$ cat config.mk
export PLATFORM = sky130hd
export DESIGN_NAME = palette_lookup
export DESIGN_NICKNAME = d
export VERILOG_FILES = /design/src/rtl/palette_lookup.sv
export SDC_FILE = /design/constraint.sdc
export NUM_CORES = 1
export LEC_CHECK = 0
export ABC_AREA = 1
export BUFFER_PORTS_ARGS = -buffer_cell sky130_fd_sc_hd__buf_2
export CORE_MARGIN = 5
export CORE_UTILIZATION = 50
export CTS_BUF_LIST = sky130_fd_sc_hd__clkbuf_4 sky130_fd_sc_hd__clkbuf_8
export DETAILED_ROUTE_END_ITERATION = 16
export PLACE_DENSITY = 0.73
export SETUP_SLACK_MARGIN = 0.2
export SYNTH_ARGS = -nofsm -noshare
export SYNTH_HDL_FRONTEND = slang
export SYNTH_SLANG_ARGS = --single-unit
$ cat constraint.sdc
create_clock -name clk_i -period 5.2 [get_ports clk_i]
set_input_delay 1.04 -clock clk_i [delete_from_list [all_inputs] [get_ports clk_i]]
set_output_delay 1.04 -clock clk_i [all_outputs]
set_load 0.02 [all_outputs]
$ cat src/rtl/palette_lookup.sv
// palette_lookup: display pixel-path stage downstream of the 32x16 palette RAM.
// Selects the palette read address (pixel or border index), registers the RGB
// read data with a global brightness fade, blacks out blanking and non-shown
// pixels, and delay-matches hsync/vsync/blank to the colour output (2 cycles).
// A frame-paced fade state machine ramps the brightness level toward a target.
//
// Ports:
//   clk_i, rst_i                 pixel clock, synchronous active-high reset
//   pix_valid_i, pix_index_i     active pixel and its colour index
//   pix_border_i, border_index_i border pixel flag and border colour index
//   hsync_i, vsync_i, blank_i    sync/blank aligned with the pixel inputs
//   pal_rd_addr_o, pal_rd_en_o   palette RAM read port (combinational)
//   pal_rd_data_i                palette data one cycle after the address
//   fade_start_i, fade_target_i  load a new fade target (saturates at 16)
//   fade_level_o, fade_busy_o    current brightness level, ramp in progress
//   red_o, green_o, blue_o       scaled colour output
//   hsync_o, vsync_o, blank_o    sideband delayed to match the colour
module palette_lookup #(
    parameter int unsigned FADE_STEP_FRAMES = 2
) (
    input  logic        clk_i,
    input  logic        rst_i,
    input  logic        pix_valid_i,
    input  logic [4:0]  pix_index_i,
    input  logic        pix_border_i,
    input  logic [4:0]  border_index_i,
    input  logic        hsync_i,
    input  logic        vsync_i,
    input  logic        blank_i,
    output logic [4:0]  pal_rd_addr_o,
    output logic        pal_rd_en_o,
    input  logic [15:0] pal_rd_data_i,
    input  logic        fade_start_i,
    input  logic [4:0]  fade_target_i,
    output logic [4:0]  fade_level_o,
    output logic        fade_busy_o,
    output logic [3:0]  red_o,
    output logic [3:0]  green_o,
    output logic [3:0]  blue_o,
    output logic        hsync_o,
    output logic        vsync_o,
    output logic        blank_o
);

    localparam int unsigned LVL_W   = 5;
    localparam int unsigned CH_W    = 4;
    localparam int unsigned CNT_W   = 8;
    localparam int unsigned PROD_W  = 8;
    localparam logic [LVL_W-1:0] LVL_FULL = LVL_W'(16);
    localparam logic [CNT_W-1:0] CNT_LAST = CNT_W'(FADE_STEP_FRAMES - 1);

    typedef enum logic [0:0] {
        IDLE = 1'b0,
        RAMP = 1'b1
    } fade_state_t;

    fade_state_t       state;
    logic [LVL_W-1:0]  level;
    logic [LVL_W-1:0]  target;
    logic [CNT_W-1:0]  frame_cnt;
    logic              vsync_prev;

    logic              shown;
    logic              vsync_edge;
    logic              step_now;
    logic [LVL_W-1:0]  sat_target;
    logic [LVL_W-1:0]  eff_target;
    logic [LVL_W-1:0]  step_level;

    logic              hsync_d1;
    logic              vsync_d1;
    logic              blank_d1;
    logic              shown_d1;
    logic              black;

    // Palette bits [15:12] carry no colour.
    logic              unused_pal_hi;
    assign unused_pal_hi = ^pal_rd_data_i[15:12];

    // channel * level / 16 with rounding; 15*16+8 = 248 fits in 8 bits
    function automatic logic [CH_W-1:0] scale(input logic [CH_W-1:0] c,
                                              input logic [LVL_W-1:0] l);
        logic [PROD_W-1:0] p;
        p = PROD_W'(c) * PROD_W'(l) + PROD_W'(8);
        return p[PROD_W-1:4];
    endfunction

    // Palette read port
    assign shown         = pix_valid_i | pix_border_i;
    assign pal_rd_addr_o = pix_border_i ? border_index_i : pix_index_i;
    assign pal_rd_en_o   = shown;

    assign fade_level_o  = level;
    assign fade_busy_o   = (state == RAMP);

    // Fade helpers: a retarget coinciding with a step edge steps toward the new target
    assign sat_target = (fade_target_i > LVL_FULL) ? LVL_FULL : fade_target_i;
    assign vsync_edge = vsync_i & ~vsync_prev;
    assign eff_target = fade_start_i ? sat_target : target;
    assign step_now   = (state == RAMP) && vsync_edge && (frame_cnt == CNT_LAST);

    always_comb begin
        step_level = level;
        if (level < eff_target) begin
            step_level = LVL_W'(level + LVL_W'(1));
        end else if (level > eff_target) begin
            step_level = LVL_W'(level - LVL_W'(1));
        end
    end

    // Fade state machine
    always_ff @(posedge clk_i) begin
        if (rst_i) begin
            state      <= IDLE;
            level      <= LVL_FULL;
            target     <= LVL_FULL;
            frame_cnt  <= '0;
            vsync_prev <= 1'b0;
        end else begin
            vsync_prev <= vsync_i;
            unique case (state)
                IDLE: begin
                    if (fade_start_i) begin
                        target <= sat_target;
                        if (sat_target != level) begin
                            state     <= RAMP;
                            frame_cnt <= '0;
                        end
                    end
                end
                RAMP: begin
                    if (fade_start_i) begin
                        target <= sat_target;
                    end
                    if (step_now) begin
                        frame_cnt <= '0;
                        level     <= step_level;
                        if (step_level == eff_target) begin
                            state <= IDLE;
                        end
                    end else begin
                        if (vsync_edge) begin
                            frame_cnt <= CNT_W'(frame_cnt + CNT_W'(1));
                        end
                        if (fade_start_i && (sat_target == level)) begin
                            state <= IDLE;
                        end
                    end
                end
                default: state <= IDLE;
            endcase
        end
    end

    assign black = blank_d1 | ~shown_d1;

    // Sideband delay stage 1 and the output register (stage 2)
    always_ff @(posedge clk_i) begin
        if (rst_i) begin
            hsync_d1 <= 1'b0;
            vsync_d1 <= 1'b0;
            blank_d1 <= 1'b1;
            shown_d1 <= 1'b0;
            hsync_o  <= 1'b0;
            vsync_o  <= 1'b0;
            blank_o  <= 1'b1;
            red_o    <= '0;
            green_o  <= '0;
            blue_o   <= '0;
        end else begin
            hsync_d1 <= hsync_i;
            vsync_d1 <= vsync_i;
            blank_d1 <= blank_i;
            shown_d1 <= shown;
            hsync_o  <= hsync_d1;
            vsync_o  <= vsync_d1;
            blank_o  <= blank_d1;
            red_o    <= black ? '0 : scale(pal_rd_data_i[11:8], level);
            green_o  <= black ? '0 : scale(pal_rd_data_i[7:4], level);
            blue_o   <= black ? '0 : scale(pal_rd_data_i[3:0], level);
        end
    end

endmodule
==> impl_metrics.json <==
{
  "place_area_um2": 3870,
  "slowest_delay_ns": 0.53,
  "drt_wl_total_um": 7610,
  "drive_above_1_share": 0.170,
  "highest_layer": "met4",
  "cts_tree": "done",
  "hold_viol": 0,
  "p_int_uw": 461,
  "wl_met2_um": 3830,
  "synth_nets": 593,
  "synth_seq_cells": 38,
  "drcViolationCount": 0,
  "rrSetupSlack_ns": 1.37,
  "dieHeight_um": 93.6,
  "place.gp.congestion": 0.858,
  "syn-cell-area_um2": 3490,
  "num-nets-final": 652,
  "rsz0062_at_grt": "no",
  "finalSetupViolations": 0,
  "min_path_cells": 2,
  "maxSlewViolCount": 0,
  "ys_seq_area_frac": 0.218,
  "cp.arrival_ns": 4.21,
  "grt-ovfl-total": 0,
  "clkTransAtPathRegs_ns": 0.09,
  "track_usage": 0.189,
  "hold_ws_ns": 0.406,
  "htree_num_levels": 2,
  "ant_nets": 0,
  "synth_top_area_frac": 0.218,
  "avgRoutedWirePerCell_um": 11.7,
  "clockRootBuffer": "clkbuf_8",
  "crit_chain": "buf_2 > nand2_1 > ha_1 > fa_1 > fa_1 > nor4_1 > inv_1 > fa_1 > o21ai_0 > a21oi_1 > or2_2 > a21oi_1",
  "hold_buffers": 0,
  "final_cell_area_um2": 3970,
  "min_path_type": "flop to flop",
  "grt_pass1_vias": 3229,
  "period_needed_ns": 3.99,
  "synth_cell_type_count": 36,
  "ys_warn_count": 0,
  "cts_buffers": 5,
  "wl_met1_um": 3370,
  "reg2reg_depth": 11,
  "power.density_nw_per_um2": 171,
  "ioPinCount": 66,
  "cts.sinks": 38,
  "max_freq_mhz": 251,
  "synthTopCellsByArea": "dfxtp_1 (22%), ha_1 (16%), nand2_1 (13%)",
  "dp_hpwl_um": 6270,
  "port_buffers": 61,
  "initial_core_util": 0.514,
  "cp-start-kind": "input port",
  "min_from": "blank_d1$_SDFF_PP1_",
  "leakage_nw": 2.31,
  "timing.rr.end": "blue_o[3]$_SDFF_PP0_",
  "grt_max_degree": 19,
  "synth_cells": 492,
  "finalCritPeriodShare": 0.767,
  "cp_data_required_time_ns": 5.42,
  "cap_viol_max_count": 0,
  "relSlewSlack": 0.498,
  "critPathMaxFanout": 5,
  "area_growth_pct": 13.5,
  "post-place-ws_ns": 0.871,
  "critPathCaptureType": "flop",
  "diodes": 0,
  "drt_first_pass_iters": 4,
  "ir_worst_vdd_v": 0.0000990,
  "vias_per_cell": 4.95,
  "power.share.sequential": 0.445,
  "crit_path_frequent_cell": "fa_1",
  "swShare": 0.322,
  "slowest_stage": "fa_1",
  "power_switching_uw": 218,
  "status": "finished clean",
  "worstSetupPathType": "input port to flop",
  "crit_buf_inv": 2,
  "clockPowerShare": 0.330,
  "avgSynthCellArea_um2": 7.10,
  "antenna_found_initial": 0,
  "cts_resized": 0,
  "drtIter0Drc": 158,
  "die_area_um2": 8760,
  "insertion_delay_ns": 0.30,
  "p_comb_frac": 0.226,
  "postCtsSetupRepairBufs": 0,
  "tns_ns": 0,
  "crit-reg2reg-launch": "fade_level_o[0]$_SDFFE_PP0P_",
  "min_to": "blank_o$_SDFF_PP1_",
  "clock_skew_ns": 0.0110,
  "final_util": 0.584,
  "num_rows": 30,
  "setup_ws_ns": 1.21,
  "via_count": 3209,
  "ctsLongestPathBuffers": 2,
  "grt_pass1_wl_um": 13700,
  "synth_top_area_cell": "dfxtp_1",
  "core_area_um2": 6790,
  "route.met3.wl_um": 301,
  "tightest_slew_ns": 0.753,
  "crit_family": "adder cells",
  "die_width_um": 93.6,
  "startpoint": "pal_rd_data_i[3]"
}
## power by group through the flow
stage                     sequential, mW  clock, mW  combinational, mW
after global placement             0.309          0              0.150
after detailed placement           0.309          0              0.154
after floorplan                    0.312          0              0.103
after global routing               0.303      0.242              0.176
after CTS                          0.302      0.233              0.155
final                              0.302      0.224              0.153
## flip-flops by register name, indices dropped and copies added (netlist names), 4 cells and up
signal,count
frame_cnt,8
fade_level_o,5
green_o,4
blue_o,4
red_o,4
target,5
## metal layers
| layer | track usage | vias up |
|---|---|---|
| met5 | 0 | - |
| met4 | 0.0662 | 0 |
| met2 | 0.338 | 78 |
| met3 | 0.0274 | 12 |
| li1 | - | 1637 |
| met1 | 0.230 | 1482 |
## cell families after synthesis
family	synth area share
compound gates	0.0723
simple gates	0.276
fa+ha+maj	0.261
flops	0.218
buf+inv	0.131
xor+xnor	0.0426
## worst max-delay path by stage
stage / to / cells after the start / slack, ns
6_report: blue_o[3]$_SDFF_PP0_ / 12 / 1.21
5_1_grt: green_o[3]$_SDFF_PP0_ / 12 / 1.0
4_1_cts: green_o[3]$_SDFF_PP0_ / 12 / 1.19
3_5_place_dp: green_o[3]$_SDFF_PP0_ / 12 / 0.87
3_3_place_gp: blue_o[3]$_SDFF_PP0_ / 12 / 0.96
2_1_floorplan: green_o[3]$_SDFF_PP0_ / 11 / 1.33
## tightest hold or removal path, delay by kind of cell (launching register included)
kind,cells,cell delay [ns]
buffers and inverters,1,0.04
DFF,1,0.31
and+or+nand+nor,1,0.04
## per-stage QoR
| step | total power, mW | cells |
|---|---|---|
| 3_5_place_dp | 0.463 | 640 |
| 4_1_cts | 0.690 | 648 |
| 6_report | 0.679 | 648 |
| 2_1_floorplan | 0.415 | 492 |
| 3_3_place_gp | 0.458 | 640 |
| 5_1_grt | 0.721 | 648 |
## cell type report
class                           count  area, um^2
Timing Repair Buffer               63         320
Multi-Input combinational cell    339        2280
Tap cell                           96         120
Sequential cell                    38         761
Inverter                          104         393
Clock inverter                      2        12.5
Fill cell                         664        2830
Clock buffer                        6        82.6
## synth_stat cells
cell and instances:
nand2_1 122, inv_1 101, ha_1 44, dfxtp_1 38
nor2_1 28, nand3_1 27, a21oi_1 23, fa_1 18
xor2_1 14, o21ai_0 11, nor3_1 10, nand2_2 8
clkbuf_1 6, nor4_1 5, o21a_1 4, or2_2 4
nand4_1 3, xnor2_1 3, buf_4 2, buf_6 2
inv_2 2, nand2_4 2, nor2_4 2, a21boi_0 1
a21o_1 1, a21oi_2 1, a221oi_1 1, buf_2 1
inv_4 1, nand3_2 1, nor2_2 1, nor3b_1 1
nor4_4 1, o211ai_1 1, o21ai_1 1, o31ai_1 1
## layout by cell type (no fill, tap or decap), types with 3 or more instances in the layout
cell and count:
a21oi_1 23, nor4_1 5, xor2_1 14, xnor2_1 3
nor2_1 28, ha_1 44, or2_2 4, nor3_1 10
nand3_1 27, clkbuf_8 6, o21a_1 4, o21ai_0 11
inv_1 101, dfxtp_1 38, fa_1 18, nand2_2 8
nand4_1 3, buf_2 61, nand2_1 122
Power figures use the tool's default switching activity.
